`config.mk`:
```
export PLATFORM = sky130hd
export DESIGN_NAME = mac_accumulator
export DESIGN_NICKNAME = d
export VERILOG_FILES = /design/src/rtl/mac_accumulator.sv
export SDC_FILE = /design/constraint.sdc
export NUM_CORES = 1
export LEC_CHECK = 0
export CAP_MARGIN = 20
export CORE_MARGIN = 2
export CORE_UTILIZATION = 48
export CTS_CLUSTER_DIAMETER = 50
export CTS_CLUSTER_SIZE = 12
export DETAILED_ROUTE_END_ITERATION = 10
export GPL_TIMING_DRIVEN = 0
export PLACE_DENSITY = 0.66
export SYNTH_ARGS = -nofsm -noshare
export SYNTH_HDL_FRONTEND = slang
export SYNTH_SLANG_ARGS = --single-unit
export TNS_END_PERCENT = 100
```
`constraint.sdc`:
```
create_clock -name clk_i -period 12.05 [get_ports clk_i]
set_input_delay 2.41 -clock clk_i [delete_from_list [all_inputs] [get_ports clk_i]]
set_output_delay 2.41 -clock clk_i [all_outputs]
set_load 0.005 [all_outputs]
```
`src/rtl/mac_accumulator.sv`:
```
// mac_accumulator - fixed-point multiply-accumulate stage for the FIR/CNN datapath.
//
// Accepts (data, weight) beats over valid/ready. It accumulates N_TAPS clamped
// products onto the bias that arrives with the first beat of the frame. One
// result per frame is presented as a WORD_SIZE-bit sum plus a carry bit.
// {sum_carry_out, sum_n[msb]} = 01 flags overflow and 10 flags underflow for the
// downstream overflow detector.
//
// Build option: define MAC_ROUND_EN to round each product half-up to nearest
// before the fractional shift. When it is undefined the shift truncates (floor).
//
// Ports
//   clk_i          : clock, rising edge
//   reset_i        : synchronous active-high reset
//   valid_i/ready_o: input beat handshake
//   data_i         : signed Q(INT_BITS).(FRAC) data
//   weight_i       : signed Q-format weight
//   bias_i         : signed bias, taken on the first beat of a frame
//   valid_o/ready_i: result handshake
//   sum_n          : low WORD_SIZE bits of the clamped accumulator
//   sum_carry_out  : bit WORD_SIZE of the clamped accumulator

module mac_accumulator #(
  parameter int WORD_SIZE = 16,
  parameter int INT_BITS  = 8,
  parameter int N_TAPS    = 8
) (
  input  logic                 clk_i,
  input  logic                 reset_i,
  input  logic                 valid_i,
  output logic                 ready_o,
  input  logic [WORD_SIZE-1:0] data_i,
  input  logic [WORD_SIZE-1:0] weight_i,
  input  logic [WORD_SIZE-1:0] bias_i,
  output logic                 valid_o,
  input  logic                 ready_i,
  output logic [WORD_SIZE-1:0] sum_n,
  output logic                 sum_carry_out
);

  // state | meaning
  // IDLE  | waiting for the first beat of a frame
  // ACCUM | mid-frame, accepting beats
  // DRAIN | last product registered, accumulator catching up
  // DONE  | result valid, waiting for ready_i

  localparam int FRAC = WORD_SIZE - INT_BITS;
  localparam int PFW  = 2 * WORD_SIZE;      // full product
  localparam int PW   = 2 * WORD_SIZE + 1;  // product plus rounding headroom
  localparam int AW   = WORD_SIZE + 2;      // accumulator adder width
  localparam int CW   = (N_TAPS > 1) ? $clog2(N_TAPS) : 1;

  localparam logic signed [PW-1:0] P_MAX = {{(PW-WORD_SIZE){1'b0}}, {WORD_SIZE{1'b1}}};
  localparam logic signed [PW-1:0] P_MIN = {{(PW-WORD_SIZE){1'b1}}, {WORD_SIZE{1'b0}}};
  localparam logic signed [AW-1:0] A_MAX = {2'b00, {WORD_SIZE{1'b1}}};
  localparam logic signed [AW-1:0] A_MIN = {2'b11, {WORD_SIZE{1'b0}}};
  localparam logic signed [WORD_SIZE:0] S_MAX = {1'b0, {WORD_SIZE{1'b1}}};
  localparam logic signed [WORD_SIZE:0] S_MIN = {1'b1, {WORD_SIZE{1'b0}}};
`ifdef MAC_ROUND_EN
  localparam logic signed [PW-1:0] HALF = PW'(1) << (FRAC - 1);
`endif

  typedef enum logic [1:0] {IDLE, ACCUM, DRAIN, DONE} state_t;

  state_t                     state;
  logic [CW-1:0]              count;
  logic                       accept;
  logic                       first;
  logic                       last;

  logic signed [PFW-1:0]      prod_full;
  logic signed [PW-1:0]       prod_rnd;
  logic signed [PW-1:0]       prod_shift;
  logic signed [WORD_SIZE:0]  prod_clamp;

  logic                       pvld_q;
  logic                       first_q;
  logic                       last_q;
  logic signed [WORD_SIZE:0]  prod_q;
  logic [WORD_SIZE-1:0]       bias_q;

  logic signed [AW-1:0]       acc_base;
  logic signed [AW-1:0]       acc_sum;
  logic signed [WORD_SIZE:0]  acc_clamp;
  logic signed [WORD_SIZE:0]  acc;

  assign ready_o = !reset_i && (state == IDLE || state == ACCUM);
  assign accept  = valid_i && ready_o;
  assign first   = (count == '0);
  assign last    = (count == CW'(N_TAPS - 1));

  always_comb begin
    prod_full = PFW'($signed(data_i)) * PFW'($signed(weight_i));
`ifdef MAC_ROUND_EN
    prod_rnd  = PW'(prod_full) + HALF;
`else
    prod_rnd  = PW'(prod_full);
`endif
    // Arithmetic shift of a two's complement value floors toward -inf.
    prod_shift = prod_rnd >>> FRAC;
    if (prod_shift > P_MAX)      prod_clamp = S_MAX;
    else if (prod_shift < P_MIN) prod_clamp = S_MIN;
    else                         prod_clamp = prod_shift[WORD_SIZE:0];
  end

  always_comb begin
    acc_base = first_q ? AW'($signed(bias_q)) : AW'(acc);
    acc_sum  = acc_base + AW'(prod_q);
    if (acc_sum > A_MAX)      acc_clamp = S_MAX;
    else if (acc_sum < A_MIN) acc_clamp = S_MIN;
    else                      acc_clamp = acc_sum[WORD_SIZE:0];
  end

  // Stage 1: clamped product with frame position tags.
  always_ff @(posedge clk_i) begin
    if (reset_i) begin
      pvld_q  <= 1'b0;
      first_q <= 1'b0;
      last_q  <= 1'b0;
      prod_q  <= '0;
      bias_q  <= '0;
    end else begin
      pvld_q  <= accept;
      first_q <= accept && first;
      last_q  <= accept && last;
      if (accept) begin
        prod_q <= prod_clamp;
        bias_q <= bias_i;
      end
    end
  end

  // Stage 2: accumulator only moves on a real product, never on a bubble.
  always_ff @(posedge clk_i) begin
    if (reset_i)     acc <= '0;
    else if (pvld_q) acc <= acc_clamp;
  end

  always_ff @(posedge clk_i) begin
    if (reset_i) begin
      state   <= IDLE;
      count   <= '0;
      valid_o <= 1'b0;
    end else begin
      case (state)
        IDLE, ACCUM: begin
          if (accept) begin
            count <= last ? '0 : count + 1'b1;
            state <= last ? DRAIN : ACCUM;
          end
        end
        DRAIN: begin
          // last_q marks the cycle the final product enters the accumulator.
          if (last_q) begin
            state   <= DONE;
            valid_o <= 1'b1;
          end
        end
        DONE: begin
          if (ready_i) begin
            state   <= IDLE;
            valid_o <= 1'b0;
          end
        end
        default: state <= IDLE;
      endcase
    end
  end

  assign sum_n         = acc[WORD_SIZE-1:0];
  assign sum_carry_out = acc[WORD_SIZE];

endmodule

```
==> results.ini, run 1 <==
[run_status]
status=complete, no violations

[place]
port_buffers=70
post-place-ws_ps=908
place_hpwl_mm=26.9
gp_congestion=0.911
dp_cells=1892

[yosys]
async_flop_share_pct=0
synth_cell_types=67
ys_ff_latch=59
syn_area_mm2=0.0131
synth.avg_cell_area_um2=8.83
ys_dominant_reg_cell=dfxtp_1
syn_inst=1481
seq_area_frac_synth_pct=9.03
syn_nets=1894
yosys_warnings=0
synth_edf_count=0

[job]
cap_violations=0

[setup_path]
worst_ep_required_time_ps=12320
crit_path_start_kind=input pin
crit_fanout=10
max_stage_delay_ps=710
critPathArrivalTime_ps=11230
critPathKind=in -> reg
path_delay_family=adder cells
critPathBufInv=8
crit_top_cell=fa_1
critPathSlowestCell=fa_1
endpoint_kind=register

[floorplan]
die_height_um=169
start_util_pct=48.7
ios=71
die_w_um=169
rows=60
dieArea_mm2=0.0286
coreArea_mm2=0.0269

[grt]
grt_pass1_wl_mm=53.7
grt_max_degree=12
grt_pass1_vias=10900
antenna_found_initial=0
grtUsageTotal_pct=23.9
grt_overflow_total=0

[routing]
drc=0
post_drt_wl_per_cell_um=16.4
drt.antenna.violating_nets=0
dr.pass1.iters=5
dr_total_vias=10100
wl_mm=31.2
drt-initial-drc-count=613
vias_per_cell=5.30

[final_layout]
diodes=0
fill_cells=2511
area_growth_pct=11.1
nets=1975
layoutNonFillerInstCount=1908
drive_above_1_share_pct=4.08

[sta]
slew_headroom_pct=53.3
fin_setup_tns_ps=0
rsz0062_at_grt=false
finalHoldViolCount=0
setup_viol=0
maxSlewViolCount=0
fmax_mhz=91.2
finalCritPeriodShare_pct=91.0
layout_min_cycle_time_ps=10960
skew_ps=7.04
setup_ws_ps=1090
worst_pin_slew_ps=701

[clocking]
cts_root_buf=clkbuf_16
hold_buffers=0
cts_made_buffers=9
clock_latency_ps=330
ctsResizeCount=0
clk_pin_slew_ps=50
cts.sinks=59
htree_levels=3
cts_tree=done
post_cts_buffers=0
cts_buffer_depth=2

[hold_path]
min_path_type=reg -> reg

==> registers in the layout, indices dropped and copies added (netlist names) <==
register  flops
acc          17
prod_q       17
bias_q       16
count         3
state         2
first_q       1
last_q        1
pvld_q        1
valid_o       1
==> synth_stat cells, types with 2 or more instances <==
master / instances / share of area (%)
clkinv_1: 2 / 0.057
o211ai_1: 3 / 0.17
inv_1: 330 / 9.5
o31ai_1: 2 / 0.11
a2111oi_0: 3 / 0.20
o21ai_0: 63 / 2.4
and2_1: 125 / 6.0
a21boi_0: 2 / 0.11
nor2b_1: 5 / 0.24
a22oi_1: 2 / 0.11
nand3_1: 5 / 0.19
nand2b_1: 8 / 0.38
nand4_1: 3 / 0.14
o21ai_1: 10 / 0.38
a311oi_1: 5 / 0.33
a22o_1: 2 / 0.13
o21bai_1: 6 / 0.34
o221a_2: 11 / 0.95
clkbuf_1: 48 / 1.4
nor2_1: 46 / 1.3
nor3_1: 14 / 0.54
a21oi_2: 9 / 0.60
a211oi_1: 4 / 0.23
fa_1: 262 / 40
a21oi_1: 41 / 1.6
ha_1: 99 / 9.5
or3_1: 4 / 0.19
o41ai_1: 2 / 0.13
mux2_2: 15 / 1.3
nand2_1: 184 / 5.3
a21o_1: 13 / 0.75
and3_1: 9 / 0.43
dfxtp_1: 59 / 9.0
o21a_1: 7 / 0.40
xnor2_1: 35 / 2.3
xor2_1: 8 / 0.54
a31oi_1: 5 / 0.24
==> logic make-up (layout without fill, tap and decap cells) <==
logic type               Yosys count  count (layout)  share of synthesized area, %
flip-flops                        59              59                          9.03
AND/OR/NAND/NOR                  411             411                          15.3
AO/OA/AOI/OAI                    207             207                          10.7
multiplexers                      16              16                          1.37
adder cells (fa/ha/maj)          361             361                          49.6
buffers and inverters            384             470                          11.1
XOR/XNOR                          43              43                          2.88
==> placed cells by master (no fill, tap or decap), types with 3 or more instances in the layout <==
| cell type | netlist | layout |
|---|---|---|
| inv_1 | 330 | 330 |
| fa_1 | 262 | 262 |
| nand2_1 | 184 | 184 |
| and2_1 | 125 | 125 |
| ha_1 | 99 | 99 |
| clkdlybuf4s50_1 | 0 | 70 |
| o21ai_0 | 63 | 63 |
| dfxtp_1 | 59 | 59 |
| clkbuf_1 | 48 | 48 |
| nor2_1 | 46 | 46 |
| a21oi_1 | 41 | 41 |
| xnor2_1 | 35 | 35 |
| mux2_2 | 15 | 15 |
| nor3_1 | 14 | 14 |
| a21o_1 | 13 | 13 |
| o221a_2 | 11 | 11 |
| o21ai_1 | 10 | 10 |
| and3_1 | 9 | 9 |
| a21oi_2 | 9 | 9 |
| clkbuf_16 | 0 | 9 |
| nand2b_1 | 8 | 8 |
| xor2_1 | 8 | 8 |
| o21a_1 | 7 | 7 |
| o21bai_1 | 6 | 6 |
| nor2b_1 | 5 | 5 |
| nand3_1 | 5 | 5 |
| a31oi_1 | 5 | 5 |
| a311oi_1 | 5 | 5 |
| a211oi_1 | 4 | 4 |
| or3_1 | 4 | 4 |
| nand4_1 | 3 | 3 |
| o211ai_1 | 3 | 3 |
| a2111oi_0 | 3 | 3 |
==> final timing paths <==
check | startpoint | endpoint | slack, ps | cells past startpoint
worst max-delay path | data_i[15] | prod_q[0] | 1090 | 26
worst min-delay path | bias_q[8] | bias_q[8] | 460 | 2
worst max register to register | first_q | acc[13] | 6990 | 15
worst min register to register | bias_q[8] | bias_q[8] | 460 | 2
==> stage by stage <==
step                util, %  hold WS [ps]  cell area [µm²]
finish                 54.1           456            14500
global route           54.1           473            14500
CTS                    54.1           458            14500
detailed placement     52.9           451            14200
global placement       52.9           448            14200
floorplan                 -           426            13100
==> metal layers <==
layer / vias up / global-route usage [%] / part of all wire [%]
met5: - / 0 / 0
met4: 0 / 7.25 / 3.5
met3: 69 / 3.32 / 4.9
met2: 221 / 42.2 / 49
met1: 5100 / 30.7 / 42
li1: 4728 / - / -
==> worst min-delay path, cell delays in order, from the launching register on <==
cell	delay (ps)
dfxtp_1	310
nand2_1	50
o21ai_0	60
==> final cells by class <==
class	count	area [µm²]	area share (%)
Sequential cell	59	1180	8.12
Tap cell	341	427	2.93
Clock inverter	6	88.8	0.611
Clock buffer	10	239	1.64
Timing Repair Buffer	70	701	4.82
Buffer	52	208	1.43
Inverter	332	1250	8.57
Multi-Input combinational cell	1038	10400	71.9
Power of run 1 is left out: the tool's default activity adds up to more than one toggle a clock period on the data nets, which glitch-free logic cannot reach.
==> inputs of run 2 (changes only) <==
REMOVE_ABC_BUFFERS = 1   (was not set)
==> run 2 against run 1 <==
Effect of this change:
- sequential share of layout area is 0.13 points higher
- first-iteration DRC count shrank 13%
- non-clock buffer count fell by 50
- critical path type unchanged
- critical endpoint is now prod_q[6]
- largest cell class unchanged
- wire length is 7.1% lower
- clock skew fell by 3.1 ps
==> results.ini, run 2 (synthesized netlist as in run 1, its figures left out) <==
[setup_path]
crit_top_cell=fa_1
rr_startpoint=first_q
r2r_end=acc[6]
critPathArrivalTime_ps=10940  ; -290 ps
reg2reg_slack_ps=7470  ; +480 ps
critPathKind=in -> reg
max_stage_delay_ps=890  ; +180 ps
endpoint_kind=register
worst_ep_required_time_ps=12300  ; -20 ps
crit_path_start_kind=input pin
path_cells=clkdlybuf4s50_1, nand2_1, fa_1, inv_1, fa_1, inv_1, fa_1, fa_1, inv_1, fa_1, inv_1, fa_1, inv_1, ha_1, a21oi_1, o21ai_0, a2111oi_0, o2111ai_1, nand2_1, xnor2_1, or4b_1, nor4_4, o21ai_0, a21oi_1
path_delay_family=adder cells
rr_worst_depth=12  ; -3
crit_fanout=16  ; +6
critPathBufInv=6  ; -2
critPathSlowestCell=clkdlybuf4s50_1

[final_layout]
diodes=0  ; unchanged
stdcell_area_mm2=0.0143  ; -1.6%
drive_above_1_share_pct=4.02  ; -0.060 points
fill_cells=2526  ; +0.60%
layoutNonFillerInstCount=1857  ; -2.7%
layout_commonest_cell=inv_1
area_growth_pct=9.34
top_regs=acc: 17 flops, prod_q: 17 flops, bias_q: 16 flops
nets=1925  ; -2.5%
layout_common_cells=330 x inv_1, 262 x fa_1, 184 x nand2_1, 125 x and2_1, 99 x ha_1

[hold_path]
hp-start=bias_q[13]
min_path_type=reg -> reg
holdPathStages=2  ; unchanged
hold_path_end=bias_q[13]

[sta]
worst_pin_slew_ps=985  ; +284 ps
slew_headroom_pct=34.0  ; -19 points
fmax_mhz=93.6  ; +2.6%
fin_setup_tns_ps=0  ; unchanged
rsz0062_at_grt=false
layout_min_cycle_time_ps=10690  ; -276 ps
maxSlewViolCount=0  ; unchanged
setup_ws_ps=1360  ; +276 ps
skew_ps=3.91  ; -3.12 ps
finalCritPeriodShare_pct=88.7  ; -2.3 points
finalHoldViolCount=0  ; unchanged
setup_viol=0  ; unchanged

[place]
post-place-ws_ps=1100  ; +194 ps
place_hpwl_mm=23.8  ; -12%
gp_congestion=0.839  ; -7.9%
place_area_mm2=0.0140  ; -1.4%
dp_cells=1841  ; -2.7%
port_buffers=70  ; unchanged

[job]
cap_violations=0  ; unchanged

[routing]
drt-initial-drc-count=536  ; -13%
post_drt_wl_per_cell_um=15.6  ; -4.5%
dr_total_vias=9762  ; -3.5%
dr.pass1.iters=4  ; -1
wl_mm=29.0  ; -7.1%
drt.antenna.violating_nets=0  ; unchanged
vias_per_cell=5.26  ; -0.87%
drc=0  ; unchanged

[grt]
grt_pass1_vias=10700  ; -2.1%
grt_use_met1_pct=27.4  ; -3.3 points
grt_use_met3_pct=2.06  ; -1.3 points
grtUsageTotal_pct=22.2  ; -1.7 points
antenna_found_initial=0  ; unchanged
grt_max_degree=38  ; +26
use_met2_pct=42.1  ; -0.089 points
grt_overflow_total=0  ; unchanged
grt_pass1_wl_mm=51.3  ; -4.5%
top_usage_layer=met2

[floorplan]
rows=60  ; unchanged
ios=71  ; unchanged
start_util_pct=48.7  ; unchanged
dieArea_mm2=0.0286  ; unchanged
coreArea_mm2=0.0269  ; unchanged
die_w_um=169  ; unchanged
die_height_um=169  ; unchanged

[clocking]
clk_pin_slew_ps=50  ; about the same
cts_buffer_depth=2  ; unchanged
post_cts_buffers=0  ; unchanged
cts_made_buffers=9  ; unchanged
cts.sinks=59  ; unchanged
cts_tree=done
hold_buffers=0  ; unchanged
ctsResizeCount=0  ; unchanged
htree_levels=3  ; unchanged
clock_latency_ps=330  ; about the same
cts_root_buf=clkbuf_16

[run_status]
status=complete, no violations

==> run 2: changes by cell type in the layout (fill, tap and decap cells not counted), moves of 2 or more <==
cell	delta
clkbuf_1	-47
bufinv_16	-2
clkinvlp_4	-2
clkbuf_8	+2
==> run 2: routing by layer <==
metal	share of wire [%]	vias to the layer above
li1	-	4619
met1	42	4950
met2	54	150
met3	2.6	43
met4	1.9	0
met5	0	-
==> run 2: worst reg2reg max path, cell delays in order, from the launching register on <==
cell     delay [ps]
dfxtp_1         830
mux2_2          420
ha_1            220
fa_1            450
a21o_1          180
a21oi_1         250
o21ai_0         210
a22o_1          290
o211a_1         220
o21ai_0         230
o31ai_1         120
a31oi_1         750
o221a_2         340
==> run 2: worst max-delay path by stage <==
stage | startpoint | end | slack [ps] | cells after the start
after floorplan | data_i[15] | prod_q[4] | 3160 | 22
after detailed placement | data_i[15] | prod_q[6] | 1100 | 24
after CTS | data_i[15] | prod_q[6] | 1420 | 24
after global placement | data_i[15] | prod_q[6] | 1140 | 24
after global routing | data_i[15] | prod_q[6] | 860 | 24
final | data_i[15] | prod_q[6] | 1360 | 24
==> run 2: area by class of cell <==
cell class	count	area (µm²)	area share, %
Clock buffer	13	270	1.89
Clock inverter	2	10.0	0.0700
Inverter	332	1250	8.71
Multi-Input combinational cell	1038	10400	73.0
Sequential cell	59	1180	8.26
Tap cell	341	427	2.98
Timing Repair Buffer	72	723	5.06
==> run 2: metrics by stage <==
stage	hold WS, ps	utilization, %
final	461	53.2
after global routing	485	53.2
after CTS	463	53.2
after detailed placement	454	52.1
after global placement	441	52.1
after floorplan	426	-
Power of run 2 is left out for the same reason.
==> inputs of run 3 (changes only) <==
CORE_MARGIN = not set   (was 2)
==> run 3 against run 2 <==
Effect of this change:
- sequential cell count did not move
- final area hardly changed
- register-to-register slack lost 30 ps
- largest cell class unchanged
- die area fell by 2.4%
- clock skew is 0.97 ps higher
==> results.ini, run 3 (synthesized netlist as in run 1, its figures left out) <==
[grt]
antenna_found_initial=0  ; unchanged
grt_max_degree=38  ; unchanged
grt_overflow_total=0  ; unchanged
grt_pass1_wl_mm=50.5  ; -1.6%
grtUsageTotal_pct=22.4  ; +0.24 points
grt_pass1_vias=10600  ; -0.92%

[clocking]
cts_buffer_depth=2  ; unchanged
cts.sinks=59  ; unchanged
cts_made_buffers=9  ; unchanged
post_cts_buffers=0  ; unchanged
cts_root_buf=clkbuf_16
cts_tree=done
hold_buffers=0  ; unchanged
ctsResizeCount=0  ; unchanged
clock_latency_ps=330  ; about the same
clk_pin_slew_ps=50  ; about the same
htree_levels=3  ; unchanged

[sta]
worst_pin_slew_ps=1000  ; +17.0 ps
maxSlewViolCount=0  ; unchanged
setup_viol=0  ; unchanged
layout_min_cycle_time_ps=10730  ; +43.4 ps
fin_setup_tns_ps=0  ; unchanged
fmax_mhz=93.2  ; -0.40%
slew_headroom_pct=32.9  ; -1.1 points
finalCritPeriodShare_pct=89.1  ; +0.36 points
rsz0062_at_grt=false
hold_slack_ps=452  ; -9.04 ps
finalHoldViolCount=0  ; unchanged
skew_ps=4.89  ; +0.974 ps

[final_layout]
nets=1925  ; unchanged
drive_above_1_share_pct=3.96  ; -0.069 points
seq_area_mm2=0.00118  ; unchanged
layout_commonest_cell=inv_1
multi_input_area_mm2=0.0104  ; unchanged
area_growth_pct=9.30  ; about the same
layout_common_cells=330 x inv_1, 262 x fa_1, 184 x nand2_1, 125 x and2_1, 99 x ha_1
fill_cells=2510  ; -0.63%
top_regs=acc: 17 flops, prod_q: 17 flops, bias_q: 16 flops
diodes=0  ; unchanged
stdcell_area_mm2=0.0143  ; about the same

[floorplan]
coreArea_mm2=0.0269  ; unchanged
rows=60  ; unchanged
die_w_um=167  ; -1.2%
dieArea_mm2=0.0279  ; -2.4%
ios=71  ; unchanged
start_util_pct=48.7  ; unchanged
die_height_um=167  ; -1.2%

[setup_path]
crit_fanout=16  ; unchanged
worst_ep_required_time_ps=12310  ; about the same
critPathArrivalTime_ps=10990  ; +50 ps
crit_path_start_kind=input pin
critPathKind=in -> reg
endpoint_kind=register

[routing]
drt-initial-drc-count=500  ; -6.7%
drt.antenna.violating_nets=0  ; unchanged
post_drt_wl_per_cell_um=15.4  ; -1.2%
dr_total_vias=9771  ; +0.092%
vias_per_cell=5.26  ; about the same
wl_mm=28.7  ; -1.1%
drc=0  ; unchanged
dr.pass1.iters=5  ; +1

[place]
port_buffers=70  ; unchanged
gp_congestion=0.848  ; +1.1%
place_area_mm2=0.0140  ; unchanged
place_hpwl_mm=23.5  ; -1.0%

[job]
cap_violations=0  ; unchanged

[hold_path]
min_path_type=reg -> reg

[run_status]
status=complete, no violations

[run 3: changes by cell type in the layout (fill, tap and decap cells not counted)]
cell / previous run / this run
clkbuf_1: 1 / 3
clkbuf_8: 3 / 2
[run 3: stage by stage]
step / instances / util [%] / setup WS [ps]
after floorplan: 1429 / - / 3160
after global placement: 1840 / 52.1 / 1110
after detailed placement: 1841 / 52.1 / 1080
after CTS: 1857 / 53.1 / 1400
after global routing: 1858 / 53.2 / 873
final: 1858 / 53.2 / 1320
[run 3: routing by layer]
layer  vias up  track usage, %  wire length (µm)
met2       145            41.8             15200
li1       4612               -                 -
met4         0            6.16               674
met3        45            2.55               735
met1      4969            27.3             12100
met5         -               0                 0
[run 3: final timing paths]
| check | from | endpoint | slack [ps] | depth (start not counted) |
|---|---|---|---|---|
| min | bias_q[5] | bias_q[5] | 450 | 2 |
| max reg2reg | first_q | acc[10] | 7440 | 12 |
| min reg2reg | bias_q[5] | bias_q[5] | 450 | 2 |
| max | weight_i[4] | prod_q[6] | 1320 | 24 |
[run 3: critical path, cell delays in order]
cell             delay [ps]
clkdlybuf4s50_1         920
nand2_1                 280
fa_1                    640
inv_1                    70
fa_1                    730
inv_1                   220
fa_1                    470
fa_1                    540
inv_1                    50
fa_1                    530
inv_1                    50
fa_1                    470
inv_1                    40
ha_1                    350
a21oi_1                 190
o21ai_0                 230
a2111oi_0               570
o2111ai_1               270
nand2_1                 190
xnor2_1                  70
or4b_1                  540
nor4_4                  720
o21ai_0                 240
a21oi_1                 180
[run 3: cell type report]
class                      instances  area share [%]
multi-input combinational       1038            73.1
tap                              341            2.98
timing repair buffer              72            5.06
clock inverter                     2          0.0700
inverter                         332            8.72
sequential                        59            8.26
clock buffer                      14            1.85
Power of run 3 is left out for the same reason.
